==> src/rtl/pc_gen_pkg.sv <==
// Shared definitions for the IF-stage program-counter generator:
// FSM state encodings, default reset vector and chip-enable levels.
package pc_gen_pkg;

    // Fetch-side FSM states
    typedef enum logic [1:0] {
        PC_S_OFF  = 2'd0,  // held in/just out of reset, ROM disabled
        PC_S_RUN  = 2'd1,  // fetching, no pending branch
        PC_S_PEND = 2'd2   // fetching (stalled), branch target parked
    } pc_state_t;

    // Default reset vector; first fetch address after reset
    localparam logic [31:0] PC_DEFAULT_RESET_VEC = 32'h0000_0000;

    // Instruction ROM chip-enable levels
    localparam logic ChipEnable  = 1'b1;
    localparam logic ChipDisable = 1'b0;

    // True when the FSM is in a fetching state
    function automatic logic pc_state_active(input pc_state_t s);
        return (s == PC_S_RUN) || (s == PC_S_PEND);
    endfunction

endpackage

==> src/rtl/pc_pend_buf.sv <==
// One-entry pending-branch buffer: holds an already-aligned branch target
// (plus whether the raw target was misaligned) captured during a stall.
// A newer load overwrites the entry; clear wins over load.
module pc_pend_buf #(
    parameter int unsigned ADDR_W = 32
) (
    input  logic              clk,
    input  logic              rst,
    input  logic              load,
    input  logic              clear,
    input  logic [ADDR_W-1:0] target_in,
    input  logic              misalign_in,
    output logic              valid,
    output logic [ADDR_W-1:0] target,
    output logic              misalign
);

    // Entry register with synchronous active-low reset
    always_ff @(posedge clk) begin
        if (!rst) begin
            valid    <= 1'b0;
            target   <= '0;
            misalign <= 1'b0;
        end else if (clear) begin
            valid    <= 1'b0;
            target   <= '0;
            misalign <= 1'b0;
        end else if (load) begin
            valid    <= 1'b1;
            target   <= target_in;
            misalign <= misalign_in;
        end
    end

endmodule

==> src/rtl/pc_gen.sv <==
// Program-counter generator for the IF stage. Sequential increment with
// stall, branch redirect, flush redirect (highest priority) and a
// one-entry pending-branch buffer so branches resolved during a stall
// are applied once the stall releases.
module pc_gen
    import pc_gen_pkg::*;
#(
    parameter int unsigned       ADDR_W     = 32,
    parameter logic [ADDR_W-1:0] RESET_PC   = ADDR_W'(PC_DEFAULT_RESET_VEC),
    parameter int unsigned       INST_BYTES = 4
) (
    input  logic              clk,
    input  logic              rst,
    input  logic              stall_i,
    input  logic              branch_flag_i,
    input  logic [ADDR_W-1:0] branch_target_i,
    input  logic              flush_i,
    input  logic [ADDR_W-1:0] new_pc_i,
    output logic [ADDR_W-1:0] pc_o,
    output logic              ce_o,
    output logic              redirect_o,
    output logic              misalign_o
);

    localparam logic [ADDR_W-1:0] PC_STEP    = ADDR_W'(INST_BYTES);
    localparam logic [ADDR_W-1:0] ALIGN_MASK = ADDR_W'(INST_BYTES - 1);

    pc_state_t state;

    logic [ADDR_W-1:0] branch_aligned;
    logic              branch_mis;
    logic [ADDR_W-1:0] flush_aligned;
    logic              flush_mis;

    logic              buf_load;
    logic              buf_clear;
    logic              pend_valid;
    logic [ADDR_W-1:0] pend_target;
    logic              pend_mis;
    logic              pend_apply;

    // Target alignment and misalignment detection on the raw inputs
    always_comb begin
        branch_aligned = branch_target_i & ~ALIGN_MASK;
        branch_mis     = |(branch_target_i & ALIGN_MASK);
        flush_aligned  = new_pc_i & ~ALIGN_MASK;
        flush_mis      = |(new_pc_i & ALIGN_MASK);
    end

    // Pending-buffer control mirrors the FSM priority: flush clears,
    // stall+branch (re)loads, leaving S_PEND without stall consumes
    always_comb begin
        pend_apply = (state == PC_S_PEND) && pend_valid && !stall_i && !flush_i;
        buf_load   = pc_state_active(state) && !flush_i && stall_i && branch_flag_i;
        buf_clear  = pc_state_active(state) && (flush_i || pend_apply);
    end

    pc_pend_buf #(
        .ADDR_W(ADDR_W)
    ) u_pend_buf (
        .clk        (clk),
        .rst        (rst),
        .load       (buf_load),
        .clear      (buf_clear),
        .target_in  (branch_aligned),
        .misalign_in(branch_mis),
        .valid      (pend_valid),
        .target     (pend_target),
        .misalign   (pend_mis)
    );

    // FSM with next-PC selection and registered outputs
    always_ff @(posedge clk) begin
        if (!rst) begin
            state      <= PC_S_OFF;
            pc_o       <= RESET_PC;
            ce_o       <= ChipDisable;
            redirect_o <= 1'b0;
            misalign_o <= 1'b0;
        end else begin
            redirect_o <= 1'b0;
            misalign_o <= 1'b0;
            case (state)
                PC_S_OFF: begin
                    // pc_o stays at RESET_PC so it is the first fetch
                    state <= PC_S_RUN;
                    ce_o  <= ChipEnable;
                end
                PC_S_RUN, PC_S_PEND: begin
                    ce_o <= ChipEnable;
                    if (flush_i) begin
                        pc_o       <= flush_aligned;
                        redirect_o <= 1'b1;
                        misalign_o <= flush_mis;
                        state      <= PC_S_RUN;
                    end else if (stall_i) begin
                        if (branch_flag_i) begin
                            state <= PC_S_PEND;
                        end
                    end else if (pend_apply) begin
                        // Any branch_flag_i arriving here is dropped
                        pc_o       <= pend_target;
                        redirect_o <= 1'b1;
                        misalign_o <= pend_mis;
                        state      <= PC_S_RUN;
                    end else if (branch_flag_i) begin
                        pc_o       <= branch_aligned;
                        redirect_o <= 1'b1;
                        misalign_o <= branch_mis;
                        state      <= PC_S_RUN;
                    end else begin
                        pc_o  <= pc_o + PC_STEP;
                        state <= PC_S_RUN;
                    end
                end
                default: begin
                    state <= PC_S_OFF;
                    ce_o  <= ChipDisable;
                end
            endcase
        end
    end

endmodule

==> config.mk <==
export PLATFORM = sky130hd
export DESIGN_NAME = pc_gen
export DESIGN_NICKNAME = d
export VERILOG_FILES = /design/src/rtl/pc_gen_pkg.sv /design/src/rtl/pc_pend_buf.sv /design/src/rtl/pc_gen.sv
export SDC_FILE = /design/constraint.sdc
export NUM_CORES = 1
export LEC_CHECK = 0
export ABC_AREA = 1
export ABC_CLOCK_PERIOD_IN_PS = 2750
export BUFFER_PORTS_ARGS = -buffer_cell sky130_fd_sc_hd__buf_2
export CORE_MARGIN = 5
export CORE_UTILIZATION = 35
export DETAILED_ROUTE_END_ITERATION = 8
export GPL_TIMING_DRIVEN = 0
export SYNTH_ARGS = -nofsm -noshare
export SYNTH_HDL_FRONTEND = slang
export SYNTH_HIERARCHICAL = 1
export SYNTH_SLANG_ARGS = --single-unit
==> constraint.sdc <==
create_clock -name clk -period 2.75 [get_ports clk]
set_input_delay 0 -clock clk [delete_from_list [all_inputs] [get_ports clk]]
set_output_delay 0 -clock clk [all_outputs]
set_load 0.02 [all_outputs]
==> metrics.yaml <==
drt:
  drc_errors: 0
  postRouteAntennaNets: 0
  routedWlPerCell_um: 14.3
  vias: 4790
  drt-total-wl_um: 14500
  dr.pass1.iters: 5
  viasPerCell: 4.71
  drt_iter0_markers: 266
floorplanning:
  num_rows: 41
  io_pins: 104
  initial_core_util: 0.353
  die_area_um2: 15000
  core-area_um2: 12500
  die_y_um: 122
  die_w_um: 122
global_route:
  grt_first_pass_wirelength_um: 23200
  grt-ovfl-total: 0
  track_usage: 0.197
  grt_max_degree: 12
  grt_pass1_vias: 4531
  antenna_found_initial: 0
yosys:
  syn_area_per_cell_um2: 6.37
  yosysWarnings: 6
  syn_area_um2: 4420
  synth_cell_types: 38
  synth-seq-cells: 71
  ys_seq_area_frac: 0.322
  syn_inst: 693
outcome:
  status: "completed"
power_and_ir_drop:
  peakVddDrop_uv: 271
  sequentialPowerShare: 0.393
  p_sw_frac: 0.302
  combinationalPowerShare: 0.205
  powerDensity_nw_per_um2: 525
  clkPwrFrac: 0.402
  internal-power_w: 0.00212
  switchingPower_w: 0.000915
  leakagePower_nw: 2.36
cells_and_area:
  final_cell_mix: "nand2_1, buf_2, nor2_1, a21oi_1, dfxtp_1"
  layout_commonest_cell: "nand2_1"
  drive_gt1_frac: 0.223
  design_area_um2: 5780
  antennaDiodeCount: 0
  fin_util: 0.462
  area_delta_synth_final_pct: 30.8
  final_net_count: 912
clocking:
  clock_path_buffers: 2
  cts_setup_buffers: 0
  holdBufCountCts: 32
  tritoncts: "yes"
  ctsResizeCount: 0
  clock_latency_ps: 340
  cts_buffers: 9
  root_buffer: "clkbuf_16"
  path_clk_slew_ps: 60
  cts_max_level: 3
  clkSinkCount: 71
sta:
  fin_setup_tns_ps: 0
  worstMarginPinSlew_ps: 595
  setup_viol: 0
  fin_skew_ps: 4.64
  setup_ws_ps: 919
  hold_viol: 0
  min_period_ps: 1830
  rsz0062_at_grt: "false"
  hold_ws_ps: 11.8
  finalCritPeriodShare: 0.666
  fmax_ghz: 0.546
  drv_slew: 0
  max_slew_margin: 0.603
worst_setup_path:
  critPathKind: "register to register"
  crit_fanout: 10
  crit_path_end_kind: "register"
  worstPathRequired_ps: 2970
  setup.worst_path.start_class: "register"
  arrival_ps: 2050
placed_design:
  port_buffers: 102
  gp_routability_congestion: 0.933
  hpwl_um: 11200
  pre_cts_slack_ps: 923
  placed_area_um2: 5150
hold_path:
  min_path_type: "input pin to register"
flow_run:
  max_cap_viol_count: 0
[Yosys cell counts, drive strengths merged]
master	instances	area [um^2]
clkinv	2	7.51
or2	5	31.3
a32o	2	20.0
buf	24	190
nand4	2	12.5
mux2i	1	10.0
a31oi	2	12.5
nand2	232	913
a21oi	95	528
o21ai	40	200
o21bai	2	18.8
dfxtp	71	1420
a211oi	1	7.51
inv	32	128
clkbuf	11	41.3
xnor2	7	61.3
nor2	112	479
nand3	40	225
conb	1	3.75
ha	4	50.1
xor2	2	17.5
o211ai	5	37.5
[final cells by class]
| cell class | instances | area (um^2) |
|---|---|---|
| Tap cell | 172 | 215 |
| Sequential cell | 71 | 1420 |
| Buffer | 35 | 231 |
| Inverter | 34 | 135 |
| Clock buffer | 14 | 274 |
| Timing Repair Buffer | 134 | 831 |
| Fill cell | 1402 | 6740 |
| Multi-Input combinational cell | 554 | 2630 |
| Clock inverter | 2 | 37.5 |
[path summary, 6_finish.rpt]
check / from / endpoint / slack (ps) / cells past startpoint
setup / recovery: state[1] / pc_o[12] / 920 / 9
hold / removal: new_pc_i[6] / pc_o[6] / 10 / 3
setup reg to reg: state[1] / pc_o[12] / 920 / 9
hold reg to reg: u_pend_buf/target[24] / u_pend_buf/target[24] / 460 / 2
[kinds of logic (layout without fill, tap and decap cells)]
group / count (synthesis) / after routing / share of synthesized area
adder cells (fa/ha/maj): 4 / 4 / 0.0113
other: 1 / 2 / 0.000849
buffers and inverters: 69 / 219 / 0.0830
flip-flops: 71 / 71 / 0.322
AO/OA/AOI/OAI: 147 / 147 / 0.187
XOR/XNOR: 9 / 9 / 0.0178
multiplexers: 1 / 1 / 0.00227
AND/OR/NAND/NOR: 391 / 391 / 0.376
[flip-flops by register name, summed over array words and instances, names as in the netlist]
name,flops
ce_o,1
u_pend_buf/misalign,1
misalign_o,1
redirect_o,1
u_pend_buf/valid,1
pc_o,32
u_pend_buf/target,32
state,2
[metrics by stage]
step	total power (W)	cells
CTS	0.00305	1016
detailed placement	0.00180	968
global route	0.00318	1016
global placement	0.00180	968
finish	0.00304	1016
floorplan	0.00157	694
[power by group through the flow]
stage               sequential [W]  clock (W)  combinational (W)
floorplan                  0.00125          0           0.000318
global placement           0.00121          0           0.000587
finish                     0.00119    0.00122           0.000623
global route               0.00120    0.00128           0.000695
detailed placement         0.00121          0           0.000589
CTS                        0.00119    0.00123           0.000627
[per-layer routing]
| layer | track usage | up-vias | wire length, um |
|---|---|---|---|
| li1 | - | 2537 | - |
| met1 | 0.265 | 2095 | 6650 |
| met2 | 0.313 | 138 | 6570 |
| met3 | 0.0433 | 20 | 1030 |
| met4 | 0.0658 | 0 | 261 |
| met5 | 0 | - | 0 |
[worst max-delay path, cell delays in order (launching register included)]
cell	delay, ps
dfxtp_1	380
inv_1	60
ha_1	320
nand2_2	130
inv_2	70
buf_4	190
buf_2	250
nand2_1	80
a21oi_1	140
a21oi_1	80
Power figures use the tool's default switching activity.
